==> src/rtl/sine_width_gen.sv <==
// Sine duty-cycle source: steps a phase accumulator once per PWM period and
// precomputes the next high-time from a quarter-wave ROM, committing it on tick.
module sine_width_gen #(
    parameter int unsigned PERIOD   = 1000,
    parameter int unsigned ADDR_W   = 6,
    parameter string       ROM_FILE = "sine_quarter.mem"
) (
    input  logic        clk,
    input  logic        rst,
    input  logic        enable,
    input  logic        tick,
    input  logic [31:0] phase_inc,
    output logic [31:0] width_sine,
    output logic        width_valid,
    output logic        underrun
);

    localparam int unsigned DEPTH  = 2 ** ADDR_W;
    localparam int unsigned HALF   = PERIOD / 2;
    localparam int unsigned AMP    = HALF - 1;
    localparam logic [31:0] HALF_W = 32'(HALF);
    localparam logic [127:0] PI_Q60 = 128'h3243F6A8885A308D;

    typedef enum logic [1:0] {ADDR, READ, CALC, READY} state_t;

    state_t              state;
    state_t              state_next;
    logic                accept;
    logic [31:0]         phase;
    logic [1:0]          quad;
    logic [ADDR_W-1:0]   addr;
    logic [31:0]         q;
    logic [31:0]         shadow;
    logic [31:0]         rom [DEPTH];

    // round(AMP * sin(pi/2 * (k+0.5)/DEPTH)) in Q60 fixed point (Taylor series).
    function automatic logic [127:0] rom_entry(input int unsigned k);
        logic [127:0] x;
        logic [127:0] x2;
        logic [127:0] term;
        logic [127:0] acc;
        x    = (PI_Q60 * 128'(2 * k + 1)) / 128'(4 * DEPTH);
        x2   = (x * x) >> 60;
        term = x;
        acc  = x;
        for (int unsigned n = 1; n <= 12; n++) begin
            term = ((term * x2) >> 60) / 128'((2 * n) * (2 * n + 1));
            if (n[0]) acc = acc - term;
            else      acc = acc + term;
        end
        return (128'(AMP) * acc + (128'd1 << 59)) >> 60;
    endfunction

    // Table is derived from PERIOD/ADDR_W by the same formula that produces
    // ROM_FILE, so no init file has to travel with the design.
    if (ROM_FILE == "") begin : g_no_rom_file
    end

    for (genvar k = 0; k < DEPTH; k++) begin : g_rom
        localparam logic [31:0] ENTRY = 32'(rom_entry(k));
        assign rom[k] = ENTRY;
    end

    always_comb accept = tick & enable;

    always_ff @(posedge clk) begin
        if (rst) state <= ADDR;
        else     state <= state_next;
    end

    always_comb begin
        state_next = state;
        unique case (state)
            ADDR:    state_next = READ;
            READ:    state_next = CALC;
            CALC:    state_next = READY;
            READY:   if (accept) state_next = ADDR;
            default: state_next = ADDR;
        endcase
    end

    always_ff @(posedge clk) begin
        if (rst) begin
            phase       <= '0;
            quad        <= '0;
            addr        <= '0;
            q           <= '0;
            shadow      <= HALF_W;
            width_sine  <= HALF_W;
            width_valid <= 1'b0;
            underrun    <= 1'b0;
        end else begin
            width_valid <= 1'b0;
            unique case (state)
                ADDR: begin
                    quad <= phase[31:30];
                    // Odd quadrants run the quarter wave backwards.
                    addr <= phase[30] ? ~phase[29 -: ADDR_W] : phase[29 -: ADDR_W];
                end
                READ: q <= rom[addr];
                CALC: shadow <= quad[1] ? HALF_W - q : HALF_W + q;
                READY: begin
                    if (accept) begin
                        width_sine  <= shadow;
                        phase       <= phase + phase_inc;
                        width_valid <= 1'b1;
                    end
                end
                default: ;
            endcase
            if (accept && state != READY) underrun <= 1'b1;
        end
    end

endmodule

==> config.mk <==
export PLATFORM = sky130hd
export DESIGN_NAME = sine_width_gen
export DESIGN_NICKNAME = d
export VERILOG_FILES = /design/src/rtl/sine_width_gen.sv
export SDC_FILE = /design/constraint.sdc
export NUM_CORES = 1
export LEC_CHECK = 0
export ABC_AREA = 1
export CAP_MARGIN = 20
export CELL_PAD_IN_SITES_DETAIL_PLACEMENT = 1
export CELL_PAD_IN_SITES_GLOBAL_PLACEMENT = 1
export CORE_MARGIN = 2
export CORE_UTILIZATION = 30
export CTS_CLUSTER_SIZE = 24
export DETAILED_ROUTE_END_ITERATION = 10
export HOLD_SLACK_MARGIN = 0.1
export PLACE_DENSITY_LB_ADDON = 0.1
export SETUP_SLACK_MARGIN = 0.4
export SYNTH_ARGS = -nofsm -noshare
export SYNTH_HDL_FRONTEND = slang
export SYNTH_SLANG_ARGS = --single-unit
==> constraint.sdc <==
create_clock -name clk -period 2.3 [get_ports clk]
set_input_delay 0.23 -clock clk [delete_from_list [all_inputs] [get_ports clk]]
set_output_delay 0.23 -clock clk [all_outputs]
set_load 0.01 [all_outputs]
; Word-level counts from Yosys, hierarchy flattened
; Memory sizes are Yosys's and may differ from the RTL's. A register that Yosys moved wholly into a read port is not among the register bits.
; Index checks and enable logic that the tools add are counted.
; Widths: inputs -> output; s select.
[totals]
ff_bits = 108
rom_bits = 2048
word_cells = 30
memories = 1
[op_classes]
addsub = 3
n_eq_ne = 5
mux = 5
n_bitwise = 4
n_reduce_logical = 4
[memory_table]
columns = memory, words, width, rd, rd_ports_with_merged_regs, write_ports, line_no
row1 = (name not given), 64, 32, 1, 1, 0, 100  ; READ: q <= rom[addr];
[ops]
columns = cell, count
row1 = $add 32x32->32, 1
row2 = $add 9x32->32 const A, 1
row3 = $mux 32, 1
row4 = $sub 9x32->32 const A, 1
row5 = $pmux 2 s4, 1
row6 = $not 6->7, 1
row7 = $mux 6, 1
row8 = $not 6->6, 1
row9 = $eq 2x2->1 const B, 2
row10 = $ne 2x2->1 const B, 2
row11 = $eq 2x1->1 const B, 1
row12 = $logic_not 2->1, 1
row13 = $mux 2, 1
row14 = $reduce_and 2->1, 1
row15 = $reduce_or 2->1, 1
row16 = $and 1x1->1, 1
row17 = $logic_and 1x1->1, 1
row18 = $mux 1, 1
row19 = $not 1->1, 1

; Depth between registers and ports, before layout
; Gate-level depths: netlist of the first run.
[depth]
ltp_word = 3
depth_mapped = 13
mapped_depth_nobuf = 13

; Least setup slack after synthesis of the first run
; Ideal clock, no wire load.
[synth_path]
path_kind = flip-flop to flip-flop
from = reg phase[0]
to = reg phase[20]
setup_time_ns = 0.109
arrival_ns = 1.655
required_time_ns = 2.191
setup_slack_ns = 0.537
path_stages_with_launch = 13
path_buffers = 0
cell_sequence = dfxtp_1 > ha_1 > fa_1 > nand3_1 > nand3_1 > nand3_1 > nand3_1 > nand3_1 > nand2_1 > nand2_1 > nand3_1 > nand2_1 > inv_1
[synth_via]
elab_chain_cells = 1
[synth_lines]
columns = element, line_no
row1 = "start, declared", 29  ; logic [31:0] phase;
row2 = "start signal, assigned", 105  ; phase <= phase + phase_inc;
row3 = $add 32x32->32, 105
; No other way between the ends.
; A chain may end at the register's enable or synchronous reset.

; Worst setup path after layout of the first run
[layout_path]
from = reg phase[0]
to = reg phase[30]
; The elaborated chain is that of the path after synthesis.

==> results of run 1 <==
## cell usage in the layout (no fill, tap or decap), types with 4 or more instances in the layout
cell             Yosys  final
a21oi_1             80     70
a21oi_2              0     10
a31oi_1              4      4
buf_4               16     44
clkbuf_16            0      9
clkdlybuf4s50_1      0     69
dfxtp_1             88     81
dfxtp_2              0      6
ha_1                49     25
ha_2                 0      8
ha_4                 0     16
inv_1              176    174
nand2_1            290    264
nand2_2              6     26
nand2_4              0      6
nand3_1             68     58
nand3_2              2     10
nand4_1              5      5
nor2_1              93     79
nor2_2               3     10
nor2_4               0      7
o211ai_1            13     13
o21a_1              12     12
o21ai_0             73     73
o21bai_1            12     12
xnor2_1              6      6
xor2_1              17     17
## registers in the layout, summed over array words and instances, names as in the netlist
signal       cells
width_valid      1
underrun         1
width_sine      18
addr             6
phase           32
state            2
q                9
shadow          18
quad             1
## Yosys cell counts, drive strengths merged (2+ instances only)
master	count
a21o	2
a21oi	80
a22oi	2
a31oi	4
buf	25
clkbuf	24
dfxtp	88
ha	49
inv	177
nand2	296
nand3	70
nand4	5
nor2	96
nor3	5
o211ai	13
o21a	12
o21ai	74
o21bai	12
o22ai	3
or2	3
xnor2	6
xor2	17
## path summary, 6_finish.rpt
check / endpoint / slack, ns / cells after the start
worst max register to register: phase[30] / 0.45 / 13
worst max-delay path: phase[30] / 0.45 / 13
worst min register to register: width_sine[7] / 0.46 / 2
worst min-delay path: width_sine[7] / 0.46 / 2
## worst min-delay path, cell delays in order (launching register included)
cell and delay [ns]:
dfxtp_1 0.33, nand2_1 0.05, nand3_1 0.05
## routing by layer
layer  wire [µm]  GRT usage (%)
met1       11400           26.9
met2       10300           31.4
met3         557           3.16
met4         127           2.78
met5           0              0
## logic make-up after synthesis
| family | count (synthesis) | share of synthesized area [%] |
|---|---|---|
| fa+ha+maj | 50 | 9.55 |
| simple gates | 478 | 29.5 |
| flops | 88 | 26.6 |
| xor+xnor | 23 | 3.04 |
| buf+inv | 227 | 13.9 |
| compound gates | 206 | 17.4 |
## area by class of cell
class                      instances  area (µm²)  share of cell area (%)
clock buffer                       9         225                    2.61
inverter                         178         668                    7.74
multi-input combinational        757        4460                    51.6
clock inverter                     7        86.3                    1.00
sequential                        88        1770                    20.5
tap                              280         350                    4.06
timing repair buffer             116        1070                    12.4
## power by group through the flow
stage	Clock, mW	Sequential, mW	Combinational, mW
floorplan	0	2.01	2.04
global route	1.69	2.11	3.53
detailed placement	0	2.07	2.95
CTS	1.65	2.04	3.00
finish	1.58	2.06	3.12
global placement	0	2.08	2.95
## per-stage QoR
step / std cells / util, % / hold slack [ns]
2_1_floorplan: 1072 / - / 0.386
3_3_place_gp: 1417 / 35.8 / 0.443
3_5_place_dp: 1417 / 35.8 / 0.448
4_1_cts: 1433 / 37.4 / 0.469
5_1_grt: 1435 / 39.7 / 0.491
6_report: 1435 / 39.7 / 0.463
## repair_timing
action	CTS	global route
gates resized for setup	12	105
setup endpoints to repair	13	30
pin swaps	3	16
buffers inserted	0	2
==> results_tabular.tex, run 1 <==
\begin{tabular}{lr}
\hline
Metric & Value \\
\hline
\multicolumn{2}{l}{\textbf{Status}} \\
Status & complete, no violations \\
\multicolumn{2}{l}{\textbf{Cells and area}} \\
Ant. Diodes & 0 \\
Post-layout instance area & 0.00863 mm² \\
Fin nets & 1236 \\
Fill cell instance count of the final layout & 2808 \\
Proportion of layout cells with a drive suffix above 1 & 15.2\% \\
Signed area change from the synthesized netlist to the final layout & 30.2\% \\
\multicolumn{2}{l}{\textbf{Clocking}} \\
Clock tree from TritonCTS & done \\
Clk sinks & 88 \\
H-tree level count & 3 \\
Hold bufs inserted after CTS & 0 \\
Root Buffer & clkbuf\_16 \\
Number of buffers on the longest clock path & 2 \\
Clock buffer count from CTS & 9 \\
Worst-skew pair later-pin latency & around 0.37 ns \\
Clock slew at the register clock pins of the worst setup and hold paths & around 0.080 ns \\
\multicolumn{2}{l}{\textbf{STA}} \\
Slew headroom & 66.6\% \\
Layout Skew & 0.0120 ns \\
Hold Vio Cnt, Final & 0 \\
Max Transition Viols Final & 0 \\
Final cycle utilization of the critical path & about four fifths \\
Unrepaired setup endpoints after global routing & yes \\
Post-route worst setup slack & 0.452 ns \\
Final sum of negative setup slack & 0 ns \\
\# setup viols final & 0 \\
Achievable Freq & around 0.54 GHz \\
Slew at the pin with the worst max-slew slack & between 0.5 and 0.6 ns \\
Tmin final & 1.85 ns \\
\multicolumn{2}{l}{\textbf{Synthesis}} \\
Async set-reset flop share out of synthesis & 0\% \\
Average footprint of a synthesized cell & 6.18 µm² \\
Seq cells post-synth & 88 \\
Fraction of synthesized cell area taken by the top area cell type & 26.6\% \\
Part of the Yosys area used for sequential elements & between 20\% and 30\% \\
Number of enable-type register cells in the synthesized netlist & 0 \\
Number of instances in the synthesized netlist & 1072 \\
Syn Std Cell Area & 0.00663 mm² \\
Synthesized Nets & 1158 \\
Largest cells by area after synthesis & dfxtp\_1 27\%, nand2\_1 16\%, inv\_1 10\% \\
Top cell type by total area after synthesis & dfxtp\_1 \\
Top\_reg\_cell synth & dfxtp\_1 \\
Synthesis Warnings & 0 \\
Unique cell type count in the Yosys netlist & 40 \\
\multicolumn{2}{l}{\textbf{Worst setup path}} \\
Data arrival time at the worst-slack endpoint & 2.11 ns \\
Type of origin of the critical path & flip-flop \\
Kind of critical path & flip-flop to flip-flop \\
Worst Path Max Fanout & 3 \\
Endpoint kind of the worst setup timing path & flip-flop \\
Critical Path, Cell by Cell & ha\_4, fa\_2, buf\_6, nand2\_2, nand3\_2, nand2\_2, nand2\_4, nand2\_4, nand2\_2, nand2\_2, nand3\_2, nand2\_1, inv\_1 \\
Largest delay share family, worst path & simple AND/OR/NAND/NOR gates \\
CP peak stage delay & 0.43 ns \\
Data required time at the worst endpoint & about 2.6 ns \\
Worst setup path startpoint & phase[0] \\
Most common cell type on the critical path & nand2\_2 \\
CP max stage cell & fa\_2 \\
Launch instance of the worst register-to-register path & phase[0] \\
Buffer and inverter count on the worst path & 2 \\
\multicolumn{2}{l}{\textbf{Placement}} \\
Pre-CTS worst setup slack & -0.0849 ns \\
Number of buffers inserted by port buffering & 69 \\
DP Area & just under 0.008 mm² \\
Post-detail-place hpwl & 16.6 mm \\
Placer congestion estimate & 0.809 \\
\multicolumn{2}{l}{\textbf{Detailed routing}} \\
DR vias/cell & 4.81 \\
Remaining routing DRC violations & 0 \\
Wirelength, routed & 22.4 mm \\
Average wire length per cell after detail routing & 15.6 µm \\
Vias & 6900 \\
DRT Pass-1 Iters & 6 \\
Number of nets with antenna violations after detailed routing & 0 \\
1st-iter DRT viols & 262 \\
\multicolumn{2}{l}{\textbf{Floorplanning}} \\
Initial standard-cell utilization of the core & 30.5\% \\
Area of the die & 0.0233 mm² \\
Placeable Area & 0.0218 mm² \\
Die Y-Extent & around 150 µm \\
Die X & approximately 150 µm \\
Number of rows created at floorplan & 54 \\
\# IOs & 70 \\
\multicolumn{2}{l}{\textbf{GRT}} \\
Maximum number of pins on one net before global-route repair & between 60 and 70 \\
Total Routing Usage GR & 19.1\% \\
Antenna violations before repair & 0 \\
First-pass GRT wire length & 36.2 mm \\
Via count of the first global-routing pass & between 6000 and 7000 \\
Global-route congestion overflow total & 0 \\
\multicolumn{2}{l}{\textbf{Pwr}} \\
Relative contribution of sequential cells to total power & about 30\% \\
Internal power of the cells & 3.77 mW \\
Portion of total power attributed to the clock network & 23.4\% \\
Comb pwr share & 46.1\% \\
P per Cell Area & 783 mW/mm² \\
Static power due to leakage & 4.30 nW \\
Sw Pwr & 2.99 mW \\
Switching power as a share of total power & 44.3\% \\
Tot Pwr & slightly below 7 mW \\
Peak supply drop & roughly 420 µV \\
\multicolumn{2}{l}{\textbf{Hold path}} \\
Worst min path class & flip-flop to flip-flop \\
Hold Crit Start & width\_sine[7] \\
\multicolumn{2}{l}{\textbf{Flow run}} \\
Maximum capacitance violations & 0 \\
\hline
\end{tabular}
Power figures use the tool's default switching activity.
==> inputs of run 2 (changes only) <==
==> constraint.sdc (replaced) <==
create_clock -name clk -period 1.93 [get_ports clk]
set_input_delay 0.193 -clock clk [delete_from_list [all_inputs] [get_ports clk]]
set_output_delay 0.193 -clock clk [all_outputs]
set_load 0.01 [all_outputs]
==> run 2 against run 1 <==
- critical path depth is 4 lower
- sequential share of layout area is 2.5 points lower
- first-iteration DRC count is 4.2% higher
- register-to-register slack worse by 0.34 ns
- clock power is 19% higher
- critical path type unchanged
- largest cell class unchanged
- global-route usage is 1.4 points higher
==> results_tabular.tex, run 2 (synthesis results as in run 1) <==
\begin{tabular}{lr}
\hline
Metric & Value \\
\hline
\multicolumn{2}{l}{\textbf{STA}} \\
Max Transition Viols Final & 0 \\
Slew at the pin with the worst max-slew slack & $\sim$0.39 ns \\
Final cycle utilization of the critical path & 94.3\% \\
Post-route worst setup slack & 0.111 ns \\
Achievable Freq & 0.550 GHz \\
Slew headroom & approximately three quarters \\
Hold Vio Cnt, Final & 0 \\
\# setup viols final & 0 \\
Layout Skew & between 0.01 and 0.015 ns \\
Tmin final & 1.82 ns \\
Smallest hold slack & 0.456 ns \\
Unrepaired setup endpoints after global routing & yes \\
\multicolumn{2}{l}{\textbf{Worst setup path}} \\
Worst setup path startpoint & phase[0] \\
Kind of critical path & flip-flop to flip-flop \\
Endpoint kind of the worst setup timing path & flip-flop \\
Type of origin of the critical path & flip-flop \\
Data arrival time at the worst-slack endpoint & around 2.1 ns \\
R2r setup slk & 0.11 ns \\
Worst Path Max Fanout & 4 \\
Data required time at the worst endpoint & $\sim$2.2 ns \\
Launch instance of the worst register-to-register path & phase[0] \\
\multicolumn{2}{l}{\textbf{GRT}} \\
Antenna violations before repair & 0 \\
First-pass GRT wire length & 39.1 mm \\
Total Routing Usage GR & about a fifth \\
Via count of the first global-routing pass & roughly 7700 \\
Maximum number of pins on one net before global-route repair & 50 \\
Global-route congestion overflow total & 0 \\
\multicolumn{2}{l}{\textbf{Cells and area}} \\
Largest registers & phase (32), shadow (18), width\_sine (18) \\
Largest register FFs & 32 \\
Leading cell types in the layout, fill and taps excluded & 215 x nand2\_1, 142 x inv\_1, 96 x buf\_4, 66 x nor2\_1, 62 x o21ai\_0 \\
Signed area change from the synthesized netlist to the final layout & 52.4\% \\
Core Util, Final & 46.4\% \\
Proportion of layout cells with a drive suffix above 1 & 33.8\% \\
Post-layout instance area & 0.0101 mm² \\
Ant. Diodes & 0 \\
Largest Register & phase \\
Fin nets & 1307 \\
Most common cell after layout, fill and taps aside & nand2\_1 \\
\multicolumn{2}{l}{\textbf{Detailed routing}} \\
Vias & 7264 \\
Average wire length per cell after detail routing & 16.1 µm \\
DRT Pass-1 Iters & 4 \\
Number of nets with antenna violations after detailed routing & 0 \\
Wirelength, routed & between 20 and 25 mm \\
DR vias/cell & just under 5 \\
Remaining routing DRC violations & 0 \\
1st-iter DRT viols & roughly 270 \\
\multicolumn{2}{l}{\textbf{Clocking}} \\
Clk sinks & 88 \\
Hold bufs inserted after CTS & 0 \\
Worst-skew pair later-pin latency & roughly 0.36 ns \\
Clock slew at the register clock pins of the worst setup and hold paths & 0.08 ns \\
H-tree level count & 3 \\
Root Buffer & clkbuf\_16 \\
Clock buffer count from CTS & 9 \\
Clock tree from TritonCTS & done \\
Number of buffers on the longest clock path & 2 \\
\multicolumn{2}{l}{\textbf{Pwr}} \\
Peak supply drop & 452 µV \\
P per Cell Area & around 930 mW/mm² \\
Static power due to leakage & 5.07 nW \\
\multicolumn{2}{l}{\textbf{Floorplanning}} \\
\# IOs & 70 \\
Number of rows created at floorplan & 54 \\
Area of the die & 0.0233 mm² \\
Placeable Area & 0.0218 mm² \\
Die X & around 150 µm \\
Die Y-Extent & 153 µm \\
Initial standard-cell utilization of the core & 30.5\% \\
\multicolumn{2}{l}{\textbf{Hold path}} \\
Worst min path class & input pin to flip-flop \\
Hold Crit Start & phase\_inc[18] \\
\multicolumn{2}{l}{\textbf{Placement}} \\
Placer congestion estimate & 0.818 \\
Number of buffers inserted by port buffering & 69 \\
Pre-CTS worst setup slack & -0.308 ns \\
Post-detail-place hpwl & about 17 mm \\
DP Area & 0.00814 mm² \\
\multicolumn{2}{l}{\textbf{Flow run}} \\
Maximum capacitance violations & 0 \\
\multicolumn{2}{l}{\textbf{Status}} \\
Status & complete, no violations \\
\hline
\end{tabular}
## run 2: stage by stage
step	std cells	total power [mW]	TNS [ns]
after floorplan	1072	4.91	0
after global placement	1447	6.15	-4.13
after CTS	1483	8.71	0
after global routing	1506	10.1	0
final	1506	9.40	0
after detailed placement	1447	6.15	-4.97
## run 2: final cells by class
type                    count  area (µm²)
clock buffers               9         225
clock inverters             7        86.3
fillers                  2688       11700
inverters                 178         689
multi-input cells         757        5210
flip-flops and latches     88        1820
well taps                 280         350
repair buffers            186        1720
repair inverters            1        7.51
## run 2: worst paths after layout
check	to	depth (start not counted)
max	phase[4]	9
min reg2reg	width_sine[5]	2
min	phase[18]	6
max reg2reg	phase[4]	9
## run 2: repair_timing
item	in CTS	in global routing
buffers inserted	20	21
gates cloned	0	2
gates resized for setup	212	137
pin swaps	66	58
endpoints found under the setup margin	46	73
## run 2: per-layer routing
layer  up-vias  routed length, µm  GRT usage [%]
met4         0                325           4.59
met1      3435              11800           27.3
met3        28                692           2.87
li1       3691                  -              -
met5         -                  0              0
met2       110              11400           35.2
## run 2: worst max-delay path, stage by stage, from the launching register on
cell,delay [ns]
dfxtp_2,0.34
ha_4,0.16
fa_2,0.45
nand3_4,0.10
nand3_4,0.10
buf_4,0.14
buf_4,0.12
xor2_1,0.13
o21bai_1,0.12
inv_1,0.05
## run 2: where the power goes
group          leakage (nW)  switching [mW]  internal, mW
combinational          4.19            2.86          2.12
clock                 0.150           0.955         0.928
sequential            0.733           0.363          2.17
total                  5.07            4.18          5.22
